[src/rtl/univ_shift_reg.sv]
// Universal N-bit shift register: hold, logical/arithmetic shift, rotate, load and clear,
// with a saturating count of shifts since the last load/clear/reset.
module univ_shift_reg #(
  parameter  int WIDTH = 8,
  localparam int CW    = $clog2(WIDTH + 1)
) (
  input  logic             clk,
  input  logic             rst,
  input  logic             en,
  input  logic [2:0]       mode,
  input  logic [WIDTH-1:0] d,
  input  logic             sin_r,
  input  logic             sin_l,
  output logic [WIDTH-1:0] q,
  output logic             so_r,
  output logic             so_l,
  output logic [CW-1:0]    cnt,
  output logic             done
);

  localparam logic [2:0] M_HOLD  = 3'b000;
  localparam logic [2:0] M_SRL   = 3'b001;
  localparam logic [2:0] M_SLL   = 3'b010;
  localparam logic [2:0] M_LOAD  = 3'b011;
  localparam logic [2:0] M_ROR   = 3'b100;
  localparam logic [2:0] M_ROL   = 3'b101;
  localparam logic [2:0] M_ASR   = 3'b110;
  localparam logic [2:0] M_CLEAR = 3'b111;

  localparam logic [CW-1:0] CNT_MAX = CW'(WIDTH);

  logic [WIDTH-1:0] q_nxt;
  logic [CW-1:0]    cnt_nxt;
  logic [CW-1:0]    cnt_inc;

  // Every shift/rotate bumps the counter, pinned at WIDTH once a full word has moved.
  assign cnt_inc = (cnt < CNT_MAX) ? cnt + CW'(1) : cnt;

  always_comb begin
    q_nxt   = q;
    cnt_nxt = cnt;
    unique case (mode)
      M_HOLD: begin
        q_nxt   = q;
        cnt_nxt = cnt;
      end
      M_SRL: begin
        q_nxt   = {sin_r, q[WIDTH-1:1]};
        cnt_nxt = cnt_inc;
      end
      M_SLL: begin
        q_nxt   = {q[WIDTH-2:0], sin_l};
        cnt_nxt = cnt_inc;
      end
      M_LOAD: begin
        q_nxt   = d;
        cnt_nxt = '0;
      end
      M_ROR: begin
        q_nxt   = {q[0], q[WIDTH-1:1]};
        cnt_nxt = cnt_inc;
      end
      M_ROL: begin
        q_nxt   = {q[WIDTH-2:0], q[WIDTH-1]};
        cnt_nxt = cnt_inc;
      end
      M_ASR: begin
        q_nxt   = {q[WIDTH-1], q[WIDTH-1:1]};
        cnt_nxt = cnt_inc;
      end
      M_CLEAR: begin
        q_nxt   = '0;
        cnt_nxt = '0;
      end
      default: begin
        q_nxt   = q;
        cnt_nxt = cnt;
      end
    endcase
  end

  always_ff @(posedge clk) begin
    if (rst) begin
      q   <= '0;
      cnt <= '0;
    end else if (en) begin
      q   <= q_nxt;
      cnt <= cnt_nxt;
    end
  end

  assign so_r = q[0];
  assign so_l = q[WIDTH-1];
  assign done = (cnt == CNT_MAX);

endmodule

[config.mk]
export PLATFORM = sky130hd
export DESIGN_NAME = univ_shift_reg
export DESIGN_NICKNAME = d
export VERILOG_FILES = /design/src/rtl/univ_shift_reg.sv
export SDC_FILE = /design/constraint.sdc
export NUM_CORES = 1
export LEC_CHECK = 0
export BUFFER_PORTS_ARGS = -buffer_cell sky130_fd_sc_hd__buf_2
export CORE_UTILIZATION = 52
export CTS_BUF_LIST = sky130_fd_sc_hd__clkbuf_4
export CTS_CLUSTER_DIAMETER = 120
export CTS_CLUSTER_SIZE = 16
export DETAILED_ROUTE_END_ITERATION = 6
export HOLD_SLACK_MARGIN = 0.05
export PLACE_DENSITY = 0.92
export SYNTH_ARGS = -nofsm -noshare
export SYNTH_HDL_FRONTEND = slang
export SYNTH_SLANG_ARGS = --single-unit
[constraint.sdc]
create_clock -name clk -period 3.6 [get_ports clk]
set_clock_uncertainty 0.15 [all_clocks]
set_input_delay 0.72 -clock clk [delete_from_list [all_inputs] [get_ports clk]]
set_output_delay 0.72 -clock clk [all_outputs]
set_load 0.05 [all_outputs]
==> impl.org, run 1 <==
** Run
- Across the run, the number of max-cap violations was 0.

** Placement
- The congestion estimate from routability-driven global placement came to slightly below 0.8.
- Count of placed standard cells including taps :: ~130
- PortBufs :: 30
- Detailed placement ended at an HPWL of 1.30 mm.

** Route
- After the first detailed-routing iteration, the DRC count stood at 33.
- After detailed routing, the average wire length per cell comes to about 14 µm.
- Count of nets left with antenna violations after detail routing :: 0
- Avg Vias per Cell :: ~6
- For this run, the detailed router's first-pass iteration total came to 4.
- For this block, the via count after detailed routing is about 790.
- After detailed routing, the total wire length is ~1.8 mm.
- Number of design rule violations left after detail routing :: 0

** Cells and area
- FILL cells :: ~120
- Net count reported at finish :: between 100 and 150
- Area overhead of the layout relative to synthesis :: 17.8%
- Proportion of layout cells with a drive suffix above 1 :: ~32%
- Sequential Area :: 240 µm²
- Most common cell after layout, fill and taps aside :: buf_2
- The repair_antennas step left the layout with diodes totalling 0.
- The count of cells in the finished layout, fillers not included, comes to 130.
- The multi-input combinational cells in the finished layout cover a total of 445 µm².
- Most used cells in the layout excluding fill and tap cells :: 30 x buf_2, 18 x o21ai_0, 12 x dfxtp_1

** Die
- For this design the top-level I/O count stands at 31.
- After floorplanning, the core was sized to cover roughly 0.0013 mm².
- The die is ~40 µm wide.
- Height of the chip :: just over 40 µm
- Number of core rows :: 13
- Initial Utilization :: 57.0%
- The die covers 0.00162 mm².

** Power and ir drop
- Switching share of total power :: a little over a third
- Cell internal power was estimated by the tool at 209 µW.
- For this design the total switching power over the nets is about 120 µW.
- The clock network is responsible for 26.7% of the overall power.
- The analysis attributes to cell leakage a power of 0.000410 µW.
- Across the VDD grid, the largest voltage drop is about 0.2 mV.
- Power density cells :: 366 mW/mm²
- Per report_power, the sequential group accounts for between 40 and 50% of the total.
- Portion of total power attributed to combinational logic :: roughly 28%

** Clocking
- For this design, the sink count on the clock tree is 12.
- Buffers inserted by post-CTS timing repair :: 0
- The tree is rooted in a clkbuf_4.
- Clock H-tree levels :: 1
- Once the clock tree was built, the resizer swapped 0 gates to a different size.
- TritonCTS built the clock tree.
- The longest clock path from root to sink contains 2 buffers.
- Clock latency on the worst-skew pair, taken at its later pin, is roughly 280 ps.
- Worst-path clk slew :: around 80 ps
- Buffers inserted to repair hold after CTS numbered 0.
- Number of buffers added by the clock tree synthesis step :: 3

** STA
- Final critical path time including I/O delays and setup :: ~2100 ps
- Final Max Tran Viols :: 0
- In the finished design, the share of the clock period the worst path needs comes to around 60%.
- Setup repair after global routing left no endpoint under its margin.
- Final count of negative-setup-slack endpoints :: 0
- Worst slew slack as a fraction of its limit :: a little over three fifths
- Final-layout setup total negative slack :: 0 ps
- Number of hold violations in the final report :: 0
- At the pin with the least slew margin, the transition time is 545 ps.
- For this run, the top clock speed supported by timing is ~470 MHz.

** Global route
- Global routing finished with a remaining overflow of 0.
- Entering global routing, the biggest net connects 19 pins.
- Wire length of the first global-routing pass :: 2.79 mm
- The initial antenna violation count was 0.
- In the global route stage, overall resource usage came out at 26.3%.
- Number of global-route vias before repair :: roughly 600

** Setup path
- The critical path in this run is classified as flip-flop to output port.
- Required time of the critical path :: 2730 ps
- The worst setup path is launched from a flip-flop.
- Worst-path maximum fanout :: 5
- Data arrives at the worst endpoint at approximately 1300 ps.
- Endpoint type of the worst setup path :: output port

** Run status
- The run finished with clean final reports.

** Synth
- Synthesis produced a netlist with a net count of ~110.
- Summing the areas of all compound-gate instances in the mapped netlist gives roughly 36% of the synthesized area.
- Xor-xnor portion of the synthesized cell area :: between 1 and 1.5%
- Summing the areas of all fa, ha and maj instances in the mapped netlist gives roughly 3.3% of the synthesized area.
- Post-synthesis cell area :: 761 µm²
- The netlist uses 31 different library cells.
- Of all cell types, the one taking the most synthesized area is dfxtp_1.
- Synth warnings :: 0
- The average instance in the mapped netlist occupies ~8.6 µm².
- After synthesis, the share of cell area in mux cells is between 4 and 5%.
- Synthesis handed over a netlist of 88 instances.
- After synthesis, flip-flops and latches occupy 31.6% of the total area.
- Post-Synth Simple-Gate Area :: 14.0%
- Fraction of synthesized cell area taken by the top area cell type :: 31.6%
- By area, the combinational part of the netlist is dominated by compound AO/OA/AOI/OAI gates.
- Top post-synthesis cells by area :: dfxtp_1 32%, o21ai_0 12%, a31oi_1 6.6%, a22oi_1 5.9%, buf_6 4.4%
- Number of synthesized register bits :: 12

** Hold path
- The min-delay analysis places its worst path in the category flip-flop to flip-flop.
metal layers:
metal	up-vias	track usage, %	wire length (µm)
li1	395	-	-
met3	2	5.00	114
met5	-	0	0
met2	43	38.7	862
met4	0	10.0	22
met1	353	37.3	848
stage by stage:
step / setup WS [ps] / util (%) / instance area [µm²] / hold WS (ps) / total power, µW
floorplan: 1250 / - / 761 / 549 / 221
global placement: 1610 / 65.2 / 870 / 339 / 239
detailed placement: 1530 / 65.2 / 870 / 375 / 243
CTS: 1460 / 67.2 / 896 / 386 / 328
global route: 1370 / 67.2 / 896 / 405 / 342
finish: 1450 / 67.2 / 896 / 385 / 328
sequential cells by signal, indices dropped and copies added (netlist names):
| register | count |
|---|---|
| q | 8 |
| cnt | 4 |
power by group through the flow:
| stage | sequential, µW | clock (µW) | combinational, µW |
|---|---|---|---|
| after floorplan | 177 | 0 | 44.1 |
| after global placement | 151 | 0 | 88.4 |
| after detailed placement | 152 | 0 | 90.8 |
| after CTS | 149 | 87.8 | 91.1 |
| after global routing | 150 | 92.6 | 99.1 |
| final | 149 | 87.4 | 91.7 |
critical path: stages, from the launching register on:
cell     delay (ps)
dfxtp_1         410
inv_1            80
ha_1            200
nand2_1          60
nor2_1           30
buf_2           210
path summary, 6_finish.rpt:
| path | from | end | slack [ps] | cells past startpoint |
|---|---|---|---|---|
| max | cnt[0] | done | 1450 | 5 |
| min | q[2] | q[3] | 390 | 2 |
| max reg2reg | q[0] | q[7] | 2330 | 3 |
| min reg2reg | q[2] | q[3] | 390 | 2 |
cell type report:
cell class,instances,share of cell area (%)
flip-flops and latches,12,26.8
well taps,15,2.09
repair buffers,30,16.8
clock inverters,1,0.419
clock buffers,3,2.51
multi-input cells,65,49.7
inverters,4,1.68
cell usage after synthesis:
| library cell | count |
|---|---|
| a32o_2 | 1 |
| o211ai_1 | 1 |
| o31a_2 | 1 |
| or3b_1 | 1 |
| xor2_1 | 1 |
| buf_1 | 1 |
| mux2_2 | 1 |
| nand2_1 | 2 |
| and3b_1 | 3 |
| nand3_1 | 2 |
| inv_1 | 4 |
| a22oi_1 | 6 |
| o21ai_0 | 18 |
| a21oi_1 | 4 |
| nand3b_1 | 2 |
| nor3b_2 | 1 |
| nand2b_1 | 1 |
| buf_4 | 3 |
| nor2b_1 | 1 |
| dfxtp_1 | 12 |
| o21bai_1 | 1 |
| nor2_1 | 1 |
| a41oi_1 | 1 |
| and4b_1 | 1 |
| a21boi_1 | 1 |
| mux2i_1 | 2 |
| buf_6 | 3 |
| a31oi_1 | 8 |
| ha_1 | 2 |
| a2111oi_0 | 1 |
| o31ai_1 | 1 |
cells by family after synthesis:
kind of cell               count (synthesis)
buffers and inverters                     11
AOI/OAI and AO/OA                         44
xor gates and xnor gates                   1
muxes                                      3
DFF                                       12
adders and majority gates                  2
and+or+nand+nor                           15
(Power assumes the default switching activity.)
==> run 2: changes to the inputs <==
- ABC_AREA: default -> 1
- CORE_ASPECT_RATIO: default -> 1.25
- CORE_UTILIZATION: 52 -> 44
- PLACE_DENSITY: 0.92 -> 0.84
- clock period: 3.6 -> 1.9 ns (I/O delays scaled with it)
==> impl.org, run 2 <==
** Global route
- The initial antenna violation count was 0 (unchanged).
- The global-route wire length before repair came to 2.81 mm (+0.50%).
- Largest net degree at the start of global routing :: 19 (unchanged)
- Number of global-route vias before repair :: 688 (+17%)
- Residual overflow from global routing :: 0 (unchanged)
- Total routing resource utilization after global routing :: 21.7% (-4.5 points)

** Die
- Initial Utilization :: 47.5% (-9.5 points)
- The site row count is 16 (+3).
- Core box area :: 0.00158 mm² (+19%)
- Height of the chip :: 48.2 µm (+20%)
- Die area :: 0.00188 mm² (+16%)
- I/O pins :: 31 (unchanged)
- The horizontal extent of the die came to 39.0 µm (-3.2%).

** Synth
- Mux cell area share after synthesis :: 0% (-4.1 points)
- The total of flip-flops plus latches after synthesis came to 12 (unchanged).
- Ranked by instance count, the synthesized netlist is headed by 27 x nand2_1, 12 x dfxtp_1, 11 x a21oi_1.
- The mean cell area of the mapped netlist came to 6.77 µm² (-22%).
- In the post-synthesis netlist, the biggest area contributors are dfxtp_1 32%, nand2_1 13%, a21oi_1 7.3%, a22oi_1 6.0%, nand4_1 5.8%.
- Post-Synth Simple-Gate Area :: 31.1% (+17 points)
- The area fraction in compound gates after synthesis was 19.8% (-16 points).
- Adder-cell area share of the yosys netlist :: 3.33% (+0.038 points)
- Share of async-settable or async-resettable flops after synthesis :: 0% (unchanged)
- Most frequently used flop master after synthesis :: dfxtp_1
- The proportion of netlist area held by the largest area contributor is 31.9% (+0.37 points).
- Sequential share of the synthesized area :: 31.9% (+0.37 points)
- After synthesis, the largest family of logic cells by area is simple AND/OR/NAND/NOR gates.
- Post-synthesis cell count :: 111 (+26%)
- Xor-xnor portion of the synthesized cell area :: 1.16% (+0.013 points)
- The post-synthesis instance area was 752 µm² (-1.2%).
- The number of distinct standard cells referenced by the synthesized netlist came to 21 (-32%).
- Syn nets :: 129 (+22%)
- The count of synthesis-stage warnings from yosys was 0 (unchanged).
- Most repeated cell in the gate-level netlist after synthesis :: nand2_1
- The number of enable flip-flop cells after synthesis is 0 (unchanged).
- Yosys top cell by area :: dfxtp_1

** STA
- Final worst setup slack :: 95.1 ps (-1360 ps)
- The final total negative setup slack came to 0 ps (unchanged).
- Final Max Tran Viols :: 0 (unchanged)
- Number of hold violations in the final report :: 0 (unchanged)
- The number of endpoints failing setup at the final stage is 0 (unchanged).
- The clock period could shrink to ~1800 ps.
- The worst hold slack came to 171 ps (-214 ps).
- Highest clock frequency the design can meet :: ~550 MHz
- The remaining max-slew budget at the tightest pin was 80.0% (+17 points).
- Setup repair after global routing left no endpoint under its margin.
- Dividing the final minimum period by the clock period gives between 90% and 100%.
- The slew at the pin closest to its max-slew limit was 300 ps (-245 ps).

** Cells and area
- The multi-input logic area came to 419 µm² (-5.9%).
- Total inserted antenna cells :: 0 (unchanged)
- Counting flops per register, the top entry is q.
- Largest register FFs :: 8 (unchanged)
- FILL cells :: 159 (+34%)
- Proportion of layout cells with a drive suffix above 1 :: 34.5% (+2.3 points)
- The largest registers in the layout are q x8, cnt x4.
- Sequential Area :: 240 µm² (unchanged)
- Net count reported at finish :: 161 (+20%)
- From synthesis to final layout, the design area changed by 22.8%.
- Most common cell after layout, fill and taps aside :: buf_2
- Most used cells in the layout excluding fill and tap cells :: 30 x buf_2, 27 x nand2_1, 12 x dfxtp_1

** Route
- Number of DRC markers in iteration 0 :: 21 (-36%)
- The total vias in the final route came to 846 (+6.7%).
- DRT Wirelength :: 1.82 mm (-1.6%)
- The number of detailed-routing iterations run before antenna repair is 4 (unchanged).
- The DRC violation count after routing came to 0 (unchanged).
- The post-detailed-route wirelength per cell was 11.4 µm (-20%).
- The number of vias per cell after detailed routing is 5.29 (-13%).
- The post-detailed-route count of antenna-violating nets is 0 (unchanged).

** Setup path
- Arr. time, crit path :: 1270 ps (about the same)
- R2R Setup Slk :: 680 ps (-1650 ps)
- The critical path data required time came to 1370 ps (-1360 ps).
- The worst register-to-register path ends at cnt[1].
- The number of buffers and inverters on the critical path is 2 (unchanged).
- The critical path's largest stage delay was 400 ps (about the same).
- The critical path ends at done.
- Critical path class :: flip-flop to output port
- The largest individual stage delay along the critical path comes from the cell dfxtp_1.
- Largest delay contributor family on the critical path :: flip-flops
- Worst-path maximum fanout :: 5 (unchanged)
- The depth of the most critical reg-to-reg path came to 4 (+1).
- Start point of the critical path :: cnt[0]
- Endpoint type of the worst setup path :: output port
- Walking the worst path, the cells encountered are inv_1, ha_1, nand2_1, nor2_2, buf_2.
- The worst register-to-register path begins at cnt[0].
- Logic depth of the worst setup path including buffers :: 5 (unchanged)
- Worst setup SP type :: flip-flop

** Power and ir drop
- Reg power frac :: 44.1% (-1.3 points)
- Switching share of total power :: 38.2% (+1.9 points)
- The worst supply voltage drop on vdd was 0.309 mV (+53%).
- The static leakage power was 0.000477 µW (+16%).
- The internal power component came to 396 µW (+90%).
- Power density cells :: 694 mW/mm² (+89%)
- The clock group share of total power came to 26.7% (about the same).
- Net load switching power :: 245 µW (+110%)
- Portion of total power attributed to combinational logic :: 29.2% (+1.2 points)
- Power Total :: 640 µW (+95%)

** Clocking
- The TritonCTS sink count was 12 (unchanged).
- Number of buffers added by the clock tree synthesis step :: 3 (unchanged)
- Buffers inserted by post-CTS timing repair :: 0 (unchanged)
- Worst-path clk slew :: 80 ps (about the same)
- Clock latency of the later-clocked register in the worst-skew pair :: 280 ps (about the same)
- The total number of H-tree levels is 1 (unchanged).
- Buffers from clock root to sink, at most :: 2 (unchanged)
- Total of cells resized after clock tree synthesis :: 0 (unchanged)
- TritonCTS clock tree :: yes
- Clock Tree Root :: clkbuf_4
- Hold buffer count at CTS :: 0 (unchanged)

** Placement
- The HPWL after detailed placement is 1.37 mm (+4.6%).
- Post-Place Setup Slack :: 405 ps (-1130 ps)
- The final weighted congestion in routability-driven placement is 0.770 (-2.3%).
- The count of input and output buffers is 30 (unchanged).

** Run
- The max capacitance violation total was 0 (unchanged).

** Hold path
- Worst hold path depth :: 2 (unchanged)
- The min-delay analysis places its worst path in the category input port to flip-flop.

** Run status
- The flow ran to the end, and the final reports show no timing, DRC or antenna violations.
-- run 2: cell count changes after synthesis, sizes merged, moves of 2 or more --
cell and change:
nand2 +28, inv +12, o21ai -9, a31oi -8, a21oi +7, nand4 +7
nor2 +7, buf -4, and3b -3, nand3 +3, mux2i -2, nand3b -2
-- run 2: how the worst min path moves through the flow --
stage,from,endpoint
5_1_grt,rst,cnt[2]
3_5_place_dp,q[7],q[7]
4_1_cts,rst,cnt[1]
2_1_floorplan,rst,cnt[0]
3_3_place_gp,cnt[0],cnt[0]
6_report,rst,cnt[1]
-- run 2: kinds of logic after synthesis --
group           count (synthesis)
simple gates                   51
buf+inv                        19
compound gates                 26
fa+ha+maj                       2
flops                          12
xor+xnor                        1
-- run 2: metrics by stage --
step / cell area, µm² / util, % / instances
floorplan: 754 / - / 111
global placement: 897 / 56.7 / 156
detailed placement: 897 / 56.7 / 156
CTS: 923 / 58.4 / 160
global route: 923 / 58.4 / 160
finish: 923 / 58.4 / 160
-- run 2: layer usage --
metal	share of wire [%]	global-route usage [%]	routed length, µm
met1	43	24.6	784
met2	52	41.0	940
met3	3.6	2.74	66
met4	1.5	8.28	27
met5	0	0	0
-- run 2: power groups by stage --
stage | clock, µW | sequential (µW) | combinational, µW
after global routing | 180 | 285 | 205
final | 171 | 282 | 187
after global placement | 0 | 287 | 183
after detailed placement | 0 | 288 | 186
after CTS | 170 | 282 | 187
after floorplan | 0 | 337 | 89.2
-- run 2: cell type report --
class | instances | area share (%)
Clock inverter | 1 | 0.407
Sequential cell | 12 | 26.0
Multi-Input combinational cell | 80 | 45.4
Tap cell | 18 | 2.44
Inverter | 16 | 7.05
Clock buffer | 3 | 2.44
Timing Repair Buffer | 30 | 16.3
